## config.mk

```make
export PLATFORM = sky130hd
export DESIGN_NAME = wht2d_stream_engine_flat
export DESIGN_NICKNAME = d
export VERILOG_FILES = /design/src/rtl/wht2d_stream_engine_if.sv /design/src/rtl/wht2d_stream_engine.sv /design/src/flat_wrapper.sv
export SDC_FILE = /design/constraint.sdc
export NUM_CORES = 1
export LEC_CHECK = 0
export ABC_AREA = 1
export CORE_MARGIN = 2
export CORE_UTILIZATION = 62
export DETAILED_ROUTE_END_ITERATION = 7
export PLACE_DENSITY = 0.89
export REMOVE_ABC_BUFFERS = 1
export SYNTH_ARGS = -nofsm -noshare
export SYNTH_HDL_FRONTEND = slang
export SYNTH_SLANG_ARGS = --single-unit
export TNS_END_PERCENT = 10
```

## constraint.sdc

```tcl
create_clock -name clk -period 5.45 [get_ports clk]
set_clock_uncertainty 0.1 [all_clocks]
set_input_delay 0.545 -clock clk [delete_from_list [all_inputs] [get_ports clk]]
set_output_delay 0.545 -clock clk [all_outputs]
set_load 0.01 [all_outputs]
```

## src/rtl/wht2d_stream_engine_if.sv

```systemverilog
// wht2d_stream_engine_if: row-in / column-out stream bundle for wht2d_stream_engine.
// slave is the engine side, master is the producer/consumer side.
interface wht2d_stream_engine_if #(
  parameter int WIDTH_IN = 9,
  parameter int TH_W     = 12
);
  localparam int WIDTH_OUT = WIDTH_IN + 4;

  logic [4*WIDTH_IN-1:0]  in_row;
  logic                   in_inv;
  logic                   in_valid;
  logic                   in_ready;
  logic [TH_W-1:0]        hard_th;
  logic [4*WIDTH_OUT-1:0] out_col;
  logic                   out_inv;
  logic                   out_last;
  logic                   out_valid;
  logic                   out_ready;

  modport master (
    output in_row, in_inv, in_valid, hard_th, out_ready,
    input  in_ready, out_col, out_inv, out_last, out_valid
  );

  modport slave (
    input  in_row, in_inv, in_valid, hard_th, out_ready,
    output in_ready, out_col, out_inv, out_last, out_valid
  );
endinterface

```

## src/rtl/wht2d_stream_engine.sv

```systemverilog
// wht2d_stream_engine: streaming 4x4 2-D Walsh-Hadamard transform.
// One row per input beat goes through the row butterfly into a ping-pong
// transpose buffer; each full bank is read one column per beat through the
// column butterfly into the output register. Each block carries its own
// forward/inverse mode (inverse divides by 16 with round half-up).
// Optional macro WHT_HARD_THRESH_EN: forward coefficients with |c| < hard_th
// are zeroed (DC exempt). Without it hard_th is ignored.
module wht2d_stream_engine #(
  parameter int WIDTH_IN = 9,
  parameter int TH_W     = 12
) (
  input logic                  clk,
  input logic                  rst,
  wht2d_stream_engine_if.slave bus
);
  localparam int WIDTH_OUT = WIDTH_IN + 4;
  localparam int ROW_W     = WIDTH_IN + 2;
  localparam int SUM_W     = WIDTH_OUT + 1;

  typedef logic signed [ROW_W-1:0]     row_t;
  typedef logic signed [WIDTH_OUT-1:0] coef_t;
  typedef logic signed [SUM_W-1:0]     sum_t;

  // Transpose buffer and per-bank block attributes
  row_t       mem [2][4][4];   // [bank][row][col]
  logic [1:0] full;
  logic [1:0] bank_inv;
`ifdef WHT_HARD_THRESH_EN
  localparam int CMP_W = ((WIDTH_OUT > TH_W) ? WIDTH_OUT : TH_W) + 1;
  logic [TH_W-1:0]  bank_th [2];
  logic [CMP_W-1:0] mag [4];
`else
  logic unused_hard_th;
  assign unused_hard_th = ^bus.hard_th;
`endif

  // wr_bank: filling; ld_bank: being read into the output register;
  // rd_bank: the bank whose last column is released on consumption.
  logic       wr_bank, ld_bank, rd_bank;
  logic [1:0] row_cnt, col_cnt;

  logic                   out_valid_q, out_inv_q, out_last_q;
  logic [4*WIDTH_OUT-1:0] out_col_q;

  logic accept, load, blk_done;

  assign accept   = bus.in_valid && !full[wr_bank];
  assign load     = full[ld_bank] && (!out_valid_q || bus.out_ready);
  assign blk_done = out_valid_q && bus.out_ready && out_last_q;

  assign bus.in_ready  = !full[wr_bank];
  assign bus.out_valid = out_valid_q;
  assign bus.out_col   = out_col_q;
  assign bus.out_inv   = out_inv_q;
  assign bus.out_last  = out_last_q;

  // Row butterfly on the incoming samples, sign-extended to the row-stage width
  row_t s_ext   [4];
  row_t row_wht [4];
  always_comb begin
    for (int i = 0; i < 4; i++)
      s_ext[i] = ROW_W'(signed'(bus.in_row[i*WIDTH_IN +: WIDTH_IN]));
    row_wht[0] = s_ext[0] + s_ext[1] + s_ext[2] + s_ext[3];
    row_wht[1] = s_ext[0] - s_ext[1] + s_ext[2] - s_ext[3];
    row_wht[2] = s_ext[0] + s_ext[1] - s_ext[2] - s_ext[3];
    row_wht[3] = s_ext[0] - s_ext[1] - s_ext[2] + s_ext[3];
  end

  // Column butterfly on the selected column, then inverse scaling or threshold
  coef_t c_ext   [4];
  coef_t col_wht [4];
  sum_t  rnd     [4];
  coef_t col_res [4];
  always_comb begin
    // NOTE: every variable of this block gets a value before any branch,
    // so no path can leave one holding its old value (no latch).
    for (int r = 0; r < 4; r++) begin
      c_ext[r] = WIDTH_OUT'(mem[ld_bank][r][col_cnt]);
`ifdef WHT_HARD_THRESH_EN
      mag[r] = '0;
`endif
    end
    col_wht[0] = c_ext[0] + c_ext[1] + c_ext[2] + c_ext[3];
    col_wht[1] = c_ext[0] - c_ext[1] + c_ext[2] - c_ext[3];
    col_wht[2] = c_ext[0] + c_ext[1] - c_ext[2] - c_ext[3];
    col_wht[3] = c_ext[0] - c_ext[1] - c_ext[2] + c_ext[3];
    for (int r = 0; r < 4; r++) begin
      rnd[r]     = sum_t'(col_wht[r]) + sum_t'(8);
      col_res[r] = col_wht[r];
      if (bank_inv[ld_bank]) begin
        col_res[r] = coef_t'(rnd[r] >>> 4);
      end
`ifdef WHT_HARD_THRESH_EN
      else if (!((r == 0) && (col_cnt == 2'd0))) begin
        mag[r] = col_wht[r][WIDTH_OUT-1] ? CMP_W'(-sum_t'(col_wht[r]))
                                         : CMP_W'(sum_t'(col_wht[r]));
        if (mag[r] < CMP_W'(bank_th[ld_bank]))
          col_res[r] = '0;
      end
`endif
    end
  end

  // Buffer write and per-block attribute capture on row acceptance
  // NOTE: the buffer and block attributes carry no reset; the full flags
  // alone decide whether their contents are meaningful.
  always_ff @(posedge clk) begin
    if (accept) begin
      for (int c = 0; c < 4; c++)
        mem[wr_bank][row_cnt][c] <= row_wht[c];
      if (row_cnt == 2'd0) begin
        bank_inv[wr_bank] <= bus.in_inv;
`ifdef WHT_HARD_THRESH_EN
        bank_th[wr_bank]  <= bus.hard_th;
`endif
      end
    end
  end

  // Bank bookkeeping, column sequencing and the output register
  // NOTE: all state here uses <= so every update sees pre-edge values;
  // a bank fill and a bank release in the same cycle both take effect.
  always_ff @(posedge clk) begin
    if (rst) begin
      full        <= 2'b00;
      wr_bank     <= 1'b0;
      ld_bank     <= 1'b0;
      rd_bank     <= 1'b0;
      row_cnt     <= 2'd0;
      col_cnt     <= 2'd0;
      out_valid_q <= 1'b0;
      out_inv_q   <= 1'b0;
      out_last_q  <= 1'b0;
      out_col_q   <= '0;
    end else begin
      if (blk_done) begin
        full[rd_bank] <= 1'b0;
        rd_bank       <= ~rd_bank;
      end
      if (accept) begin
        row_cnt <= row_cnt + 2'd1;
        if (row_cnt == 2'd3) begin
          full[wr_bank] <= 1'b1;
          wr_bank       <= ~wr_bank;
        end
      end
      if (load) begin
        out_valid_q <= 1'b1;
        out_inv_q   <= bank_inv[ld_bank];
        out_last_q  <= (col_cnt == 2'd3);
        for (int r = 0; r < 4; r++)
          out_col_q[r*WIDTH_OUT +: WIDTH_OUT] <= col_res[r];
        col_cnt <= col_cnt + 2'd1;
        if (col_cnt == 2'd3)
          ld_bank <= ~ld_bank;
      end else if (bus.out_ready) begin
        out_valid_q <= 1'b0;
      end
    end
  end
endmodule

```

## src/flat_wrapper.sv

```systemverilog
// flat-port wrapper written by rule: the top's interface ports become plain ports
module wht2d_stream_engine_flat 
#(
  parameter int WIDTH_IN = 9,
  parameter int TH_W     = 12
)
  (clk, rst, bus_in_row, bus_in_inv, bus_in_valid, bus_hard_th, bus_out_ready, bus_in_ready, bus_out_col, bus_out_inv, bus_out_last, bus_out_valid);
  wht2d_stream_engine_if #(.WIDTH_IN(WIDTH_IN), .TH_W(TH_W)) bus_i ();
  input logic clk;
  input logic rst;
  input wire logic [$bits(bus_i.in_row)-1:0] bus_in_row;
  input wire logic [$bits(bus_i.in_inv)-1:0] bus_in_inv;
  input wire logic [$bits(bus_i.in_valid)-1:0] bus_in_valid;
  input wire logic [$bits(bus_i.hard_th)-1:0] bus_hard_th;
  input wire logic [$bits(bus_i.out_ready)-1:0] bus_out_ready;
  output wire logic [$bits(bus_i.in_ready)-1:0] bus_in_ready;
  output wire logic [$bits(bus_i.out_col)-1:0] bus_out_col;
  output wire logic [$bits(bus_i.out_inv)-1:0] bus_out_inv;
  output wire logic [$bits(bus_i.out_last)-1:0] bus_out_last;
  output wire logic [$bits(bus_i.out_valid)-1:0] bus_out_valid;
  assign bus_i.in_row = bus_in_row;
  assign bus_i.in_inv = bus_in_inv;
  assign bus_i.in_valid = bus_in_valid;
  assign bus_i.hard_th = bus_hard_th;
  assign bus_i.out_ready = bus_out_ready;
  assign bus_in_ready = bus_i.in_ready;
  assign bus_out_col = bus_i.out_col;
  assign bus_out_inv = bus_i.out_inv;
  assign bus_out_last = bus_i.out_last;
  assign bus_out_valid = bus_i.out_valid;
  wht2d_stream_engine #(.WIDTH_IN(WIDTH_IN), .TH_W(TH_W)) u_core (.clk(clk), .rst(rst), .bus(bus_i));
endmodule
```

# --- Yosys cells after proc, flatten, opt, wreduce, memory -nomap -nowiden ---
# Memory sizes are Yosys's and may differ from the RTL's. A register that Yosys moved wholly into a read port is not among the register bits.
# Cells that the tools add are included.
totals:
  register_bits: 66
  ram_bits: 352
  inputBits: 53
  elab_cells: 1175
  n_memories: 1
classes:
  n_addsub: 26
  n_lt_le_gt_ge: 8
  eq_ne: 2
  mux: 576
  n_bitwise: 536
  n_reduce_logical: 15
mem_list:
  columns: ["memory", "depth", "width", "rd", "rd_clocked_by_memory_dff", "write_ports", "line_no", "text"]
  rows:
  - ["u_core.mem", 2, 176, 1, 1, 1, "wht2d_stream_engine.sv:25", "row_t mem [2][4][4];"]
ops:
  columns: ["op", "n"]
  rows:
  - ["176-bit two-way mux", 4]
  - ["1-bit two-way mux", 541]
  - ["1-bit OR", 528]
  - ["44-bit demux with 2-bit select", 4]
  - ["11-bit two-way mux", 9]
  - ["11-bit binary-select mux with 2-bit select", 4]
  - ["13-bit by 5-bit adder with 14-bit output, second input constant", 4]
  - ["13-bit two-way mux", 4]
  - ["44-bit two-way mux", 1]
  - ["33-bit two-way mux", 1]
  - ["12-bit by 11-bit adder with 13-bit output", 2]
  - ["13-bit by 11-bit adder with 13-bit output", 2]
  - ["12-bit by 11-bit subtractor with 13-bit output", 2]
  - ["13-bit by 11-bit subtractor with 13-bit output", 2]
  - ["10-bit by 9-bit adder with 11-bit output", 2]
  - ["11-bit by 9-bit adder with 11-bit output", 2]
  - ["22-bit two-way mux", 1]
  - ["10-bit by 9-bit subtractor with 11-bit output", 2]
  - ["11-bit by 9-bit subtractor with 11-bit output", 2]
  - ["11-bit by 11-bit adder with 12-bit output", 1]
  - ["11-bit by 11-bit subtractor with 12-bit output", 1]
  - ["9-bit by 9-bit adder with 10-bit output", 1]
  - ["9-bit by 9-bit subtractor with 10-bit output", 1]
  - ["2-bit two-way mux", 4]
  - ["19 further kinds", 38]

# --- Depth between registers and ports, before layout ---
# Gate-level depths: netlist (run 1).
logic_depth:
  depth_word: 11
  mapped_depth: 35
  mapped_depth_nobuf: 32

# --- Worst setup path after synthesis (run 1) ---
# No wires, ideal clock.
synth_timing:
  path_kind: "reg2reg"
  startpoint: "register (tool-made name)"
  endpoint: "register u_core.out_col_q[21], in the netlist u_core.bus.out_col[21]"
  setup_time_ns: 0.117
  arrival_time_ns: 4.794
  required_time_ns: 5.233
  path_slack_ns: 0.439
  stages_incl_launch_ff: 30
  n_path_buf: 3
  period_less_slack_ns: 5.011
  path_cell_list: "dfxtp_1 -> buf_2 -> inv_2 -> buf_2 -> clkbuf_1 -> o21ai_0 -> o22ai_1 -> nor2_1 -> a31oi_1 -> ha_1 -> inv_1 -> fa_1 -> a21oi_1 -> o21ai_0 -> a21o_1 -> a21oi_1 -> xor2_1 -> fa_1 -> ha_1 -> inv_1 -> nor3_1 -> nand2_1 -> nand2_1 -> nor2_1 -> nor2_4 -> nand2_1 -> nor2_2 -> o21ai_0 -> nor2_1 -> nor2_1"
synth_lines:
  columns: ["item", "line_no", "text"]
  rows:
  - ["to (signal, indexed assignment)", "wht2d_stream_engine.sv:152", "out_col_q[r*WIDTH_OUT +: WIDTH_OUT] <= col_res[r];"]
  - ["to (decl)", "wht2d_stream_engine.sv:43", "logic [4*WIDTH_OUT-1:0] out_col_q;"]

# --- Final worst setup path (run 1) ---
layout_timing:
  startpoint: "register u_core.col_cnt[0]"
  endpoint: "register u_core.out_col_q[51], in the netlist u_core.bus.out_col[51]"
layout_via:
  elab_chain_cells: 9
  word_cells_on_any_way: 18
  cone_classes: "4 x add/sub; 13 x mux; 1 x bitwise"
layout_lines:
  columns: ["item", "line_no", "text"]
  rows:
  - ["from (decl)", "wht2d_stream_engine.sv:40", "logic [1:0] row_cnt, col_cnt;"]
  - ["from (signal assigned)", "wht2d_stream_engine.sv:153", "col_cnt <= col_cnt + 2'd1;"]
  - ["2-bit NOT with 3-bit output (implied by the code) (*)", "wht2d_stream_engine.sv:78", "c_ext[r] = WIDTH_OUT'(mem[ld_bank][r][col_cnt]);"]
  - ["11-bit binary-select mux with 2-bit select", "wht2d_stream_engine.sv:78", null]
  - ["11-bit two-way mux (implied by the code) (2 in a row)", "wht2d_stream_engine.sv:78", null]
  - ["11-bit by 11-bit subtractor with 12-bit output", "wht2d_stream_engine.sv:86", "col_wht[3] = c_ext[0] - c_ext[1] - c_ext[2] + c_ext[3];"]
  - ["12-bit by 11-bit subtractor with 13-bit output", "wht2d_stream_engine.sv:86", null]
  - ["13-bit by 11-bit adder with 13-bit output (*)", "wht2d_stream_engine.sv:86", null]
  - ["13-bit by 5-bit adder with 14-bit output", "wht2d_stream_engine.sv:88", "rnd[r] = sum_t'(col_wht[r]) + sum_t'(8);"]
  - ["13-bit two-way mux (*)", "wht2d_stream_engine.sv:90", "if (bank_inv[ld_bank]) begin"]
# Every way passes the cells marked *; elsewhere a longest branch is shown, timed or not. The select of a mux whose other input is x is not followed.
# A chain may end at the register's enable or synchronous reset.

==> results of run 1 <==
[worst max path at each step]
stage	endpoint	slack, ps	depth (start not counted)
detailed placement	u_core.bus.out_col[35]	-20	28
floorplan	u_core.bus.out_col[12]	-3670	27
finish	u_core.bus.out_col[51]	50	26
global route	u_core.bus.out_col[49]	-310	30
global placement	u_core.bus.out_col[51]	150	29
CTS	u_core.bus.out_col[51]	40	26
[critical path, delay by kind of cell (launching register included)]
family | cells | cell delay [ps]
compound gates | 8 | 1370
buf+inv | 7 | 1170
flops | 1 | 380
xor+xnor | 1 | 180
simple gates | 7 | 790
fa+ha+maj | 3 | 1230
[cell families after synthesis]
| family | count (synthesis) |
|---|---|
| buffers and inverters | 526 |
| AND/OR/NAND/NOR | 1059 |
| adder cells (fa/ha/maj) | 234 |
| XOR/XNOR | 81 |
| AO/OA/AOI/OAI | 694 |
| flip-flops | 419 |
[through the flow]
step | setup WS (ps) | instance area (um^2) | TNS (ps) | hold WS (ps) | instances
after global routing | -305 | 30400 | -4440 | 384 | 3702
final | 45.9 | 30400 | 0 | 364 | 3702
after global placement | 151 | 28400 | 0 | 351 | 3612
after CTS | 42.3 | 29700 | 0 | 365 | 3685
after floorplan | -3670 | 26000 | -179940 | 359 | 2897
after detailed placement | -19.2 | 28400 | -68.7 | 355 | 3612
[what timing repair did]
action / CTS / global route
setup buffers: 0 / 13
hold endpoints to repair: 0 / 0
pin swaps: 0 / 20
cloned: 1 / 4
resized for setup: 6 / 110
setup endpoints to repair: 30 / 40
hold buffers: 0 / 0
[layer usage]
metal  wire, um  up-vias  GRT usage, %
met4       3530        0          16.2
met5          0        -             0
met3       6770      271          4.64
met1      25900    10566          37.2
li1           -    10324             -
met2      35700     1419          55.0
[layout by cell type, fill, tap and decap left out, types with 12 or more instances in the layout]
master           count
nand4_1             18
a21oi_2             17
nand3_1            132
fa_1                89
nor2_2              17
a31oi_1             20
nand2_1            523
buf_4               79
o21ai_0            374
edfxtp_1           354
xor2_1              50
nor2_4              13
ha_1               118
clkdlybuf4s50_1     96
dfxtp_1             63
inv_1              396
nor2_1             279
clkbuf_1            12
clkbuf_16           44
o22ai_1             77
nand2_2             33
a21oi_1            121
o21ai_1             32
xnor2_1             21
ha_2                12
[sequential cells by signal (all words and copies together), names as in the netlist, named ones only]
register / flops
u_core.wr_bank: 1
u_core.bus.out_col: 52
u_core.bus.out_last: 1
u_core.bank_inv: 2
u_core.rd_bank: 1
u_core.bus.out_inv: 1
u_core.row_cnt: 2
u_core.mem: 352
u_core.bus.out_valid: 1
u_core.ld_bank: 1
u_core.full: 2
u_core.col_cnt: 2
[area by class of cell]
class / instances / area, um^2
multi-input combinational: 2068 / 13100
sequential: 419 / 11900
fill: 2778 / 11600
timing repair buffer: 193 / 1910
inverter: 410 / 1550
clock buffer: 53 / 1070
tap: 539 / 674
clock inverter: 19 / 195
timing repair inverter: 1 / 8.76
==> run metrics, run 1 <==
status finished with violations; failing checks DRC; Critical Path RT between 5000 and 6000 ps; Synth top area share 40.1%; initial core utilization 63.1%; Tcrit/Tclk final 99.2%; TritonCTS Buffers 41; largest family of logic cells by synthesized area simple AND/OR/NAND/NOR gates; via count between 20,000 and 25,000; predominant post-synthesis flop cell edfxtp_1; number of global-route vias before repair between 20,000 and 25,000; Worst slew margin ~11%; HP Start u_core.bus.out_col[44]; Hold Path End u_core.bus.out_col[44]; Area contributors post-synth edfxtp_1 (40%), nand2_1 (7.5%), o21ai_0 (7.2%), fa_1 (7.1%), ha_1 (6.6%); Overall Global Routing Usage 31.2%; post-synthesis average cell area about 8.8 um^2; DR DRC count 4; crit path from u_core.col_cnt[0]; Min-Delay Path Class register to register; initial antenna violation count 0; RSZ-0062 raised after global routing yes; Synth area leader edfxtp_1; antenna-violating nets left 0; top cells by count, synth nand2_1 (528), inv_1 (401), o21ai_0 (382), edfxtp_1 (354), nor2_1 (295); number of synthesized flops with an enable pin around 350; die width ~210 um; FMAX ~190 MHz; flop2flop setup slack between 40 and 50 ps; Unique masters post-synth 49; CTS HTree Levels 2; I/O Buffers 96; Die ar. 44,400 um^2; Seq/Total Area, Yosys a little under half; Startpoint Class register; Synthesis Warnings 0; share of layout cells above drive strength 1 10.3%; Vias/cell just over 6; GRT overflow 0; Die Y ~210 um; R2R Path End u_core.bus.out_col[51]; Slowest-stage cell, CP fa_1; Synth Area in Adders around 14%; CTS tree yes; reg2reg start u_core.col_cnt[0]; Max Cap Viol 0; Worst EP arrival 5720 ps; Final setup viols 0; Worst Path Class, Setup register to register; DR WL/cell between 15 and 20 um; Final Max Slew Viols 0; Worst-path clk slew 60 ps; DP HPWL ~48 mm; largest net degree at the start of global routing between 80 and 90; cells after synthesis 3,013; clock tree buffer depth 3; CP peak stage delay between 500 and 600 ps; core area roughly 42,000 um^2; mux cell area share after synthesis 0%; routability congestion estimate about 0.96; asr flop ratio synth 0%; Hold Crit Depth 2; final hold vios 0; Worst R2R Path Depth 26; area grow syn2layout 14.8%; Final nets around 3,400; root buf cell clkbuf_16; latest clock arrival within the worst-skew pair approximately 570 ps; Worst-Margin Slew 1330 ps; Sink Count approximately 420; n_diodes 0; count leader, synth nand2_1; DRT iter0 DRCs approximately 3,000; Compound-Gate Fraction of Synth Area between 10 and 15%; Worst Setup End Kind register; first-pass GRT wire length around 110 mm; first drt pass iteration count 8; routed wire length around 72 mm; post-synthesis xor/xnor area fraction under 10%; final core utilization approximately 72%; FF+latch count, synth between 400 and 500; critical-path maximum fanout 35; row count 75; Synth Cell Area between 20,000 and 30,000 um^2; simple-gate share of the synthesized area 16.8%; post-layout min period roughly 5400 ps; # IOs between 100 and 150
Power of run 1 is not shown: default switching activity piles up to over one toggle a cycle in this logic, so the estimate is an artifact.
==> run 2, diff against run 1 <==
==> constraint.sdc (replaced) <==
create_clock -name clk -period 5.6 [get_ports clk]
set_clock_uncertainty 0.1 [all_clocks]
set_input_delay 0.56 -clock clk [delete_from_list [all_inputs] [get_ports clk]]
set_output_delay 0.56 -clock clk [all_outputs]
set_load 0.01 [all_outputs]
==> run 2 against run 1 <==
  * The run ends with setup timing left
  * Count of clock-buffer cells in the layout decreased by 3
  * Critical path depth up 6
  * Global-route usage shrank 0.57 points
  * Non-clock buffer count down 11
  * Worst setup slack got worse by 81 ps
  * Design area decreased by 0.58%
  * Via count is 0.77% higher
  * Highest routed layer unchanged
  * First-iteration DRC count down 12%
==> run metrics, run 2 (same netlist as run 1, synthesis figures left out) <==
status finished with violations; failing checks setup timing; Sink Count about 420; setup_tns -35.2 ps; routing usage on met1 between 30% and 40%; Tcrit/Tclk final 101%; commonest non-fill, non-tap cell in the layout nand2_1; routed wire length between 70 and 80 mm; DRT iter0 DRCs 2,653; Worst slew margin 9.73%; R2R Path End u_core.bus.out_col[34]; final core utilization 71.9%; antenna-violating nets left 0; post-layout min period ~5600 ps; first-pass GRT wire length about 110 mm; GRT overflow 0; Worst-Margin Slew 1350 ps; cts hold-fix bufs 0; critical-path maximum fanout 33; clock tree buffer depth 3; Final nets 3,409; first drt pass iteration count 7; row count 75; final hold vios 0; Die Y between 200 and 250 um; grt met3 use under 10%; Hold Path End u_core.bus.out_col[0]; Vias/cell 6.16; share of layout cells above drive strength 1 a little under a tenth; area post-placement approximately 28,000 um^2; die width 211 um; DP HPWL approximately 48 mm; Max Cap Viol 0; CTS HTree Levels 2; Crit path depth 32; latest clock arrival within the worst-skew pair about 570 ps; most used cell, CP nand2_1; Cells after DPL around 3,600; TritonCTS Buffers 40; Worst-path clk slew about 60 ps; DR WL/cell approximately 20 um; number of global-route vias before repair around 22,000; routability congestion estimate 0.990; CTS tree yes; initial core utilization around 63%; fin cells ~3,700; Slowest-stage cell, CP fa_1; largest net degree at the start of global routing 83; worst setup margin -35.2 ps; Critical Path RT 5940 ps; FMAX 177 MHz; Hold Crit Depth 2; Worst EP arrival 5970 ps; DR DRC count 0; via count about 23,000; final instance area 30,200 um^2; Fillers roughly 2,900; Startpoint Class register; CP Buf/Inv Count 8; # IOs around 110; most flop-heavy register u_core.mem; initial antenna violation count 0; Worst R2R Path Depth 32; Overall Global Routing Usage a little under a third; CP peak stage delay 470 ps; Final Max Slew Viols 0; RSZ-0062 raised after global routing yes; n_diodes 0; Final setup viols 1; HP Start u_core.bus.out_col[0]; highest-count cells in the layout ignoring fill and taps nand2_1 (522), inv_1 (397), o21ai_0 (378), edfxtp_1 (354), nor2_1 (281); root buf cell clkbuf_16; crit-path leading delay family simple AND/OR/NAND/NOR gates; busiest grt layer met2; area grow syn2layout 14.1%; core area between 40,000 and 50,000 um^2; max reg flops 352; grt met2 use between 50% and 60%; I/O Buffers 96; Min-Delay Path Class register to register; Worst Setup End Kind register; Worst Path Class, Setup register to register; flop2flop setup slack -40 ps; Die ar. approximately 44,000 um^2
[run 2: changes by cell type in the layout (fill, tap and decap cells not counted), sizes merged]
| cell | before | now |
|---|---|---|
| inv | 411 | 410 |
| clkinv | 15 | 18 |
| buf | 94 | 82 |
| bufinv | 4 | 5 |
| clkbuf | 56 | 54 |
[run 2: worst max path at each step]
| stage | from | end |
|---|---|---|
| after global placement | register | u_core.bus.out_col[34] |
| after detailed placement | register | u_core.bus.out_col[51] |
| after floorplan | register | u_core.bus.out_col[12] |
| after global routing | register | u_core.bus.out_col[34] |
| final | register | u_core.bus.out_col[34] |
| after CTS | register | u_core.bus.out_col[11] |
[run 2: final cells by class]
class	count	area [um^2]	share of cell area, %
multi-input cells	2068	13000	42.9
flip-flops and latches	419	11900	39.5
repair buffers	182	1780	5.88
inverters	410	1550	5.14
clock buffers	50	1060	3.50
well taps	539	674	2.23
clock inverters	22	267	0.881
repair inverters	1	11.3	0.0372
[run 2: through the flow]
step,setup WS [ps],hold WS (ps)
after floorplan,-3520,359
after global placement,172,351
after detailed placement,-0.780,354
after CTS,2.85,363
after global routing,-323,385
final,-35.2,363
[run 2: timing repair]
action | CTS | global route
setup endpoints to repair | 25 | 40
gates resized for setup | 3 | 89
gates cloned | 0 | 4
pin swaps | 0 | 10
buffers inserted | 0 | 8
[run 2: worst reg2reg max path, delay by kind of cell (launching register included)]
kind            cells  cell delay (ps)
compound gates      7             1250
xor+xnor            1              360
fa+ha+maj           3             1130
buf+inv             8             1010
flops               1              370
simple gates       13             1300
[run 2: routing by layer]
metal | wire [um] | share of wire [%]
met5 | 0 | 0
met1 | 25700 | 35
met2 | 35700 | 49
met3 | 7340 | 10
met4 | 3940 | 5.4
Power of run 2 is left out for the same reason.
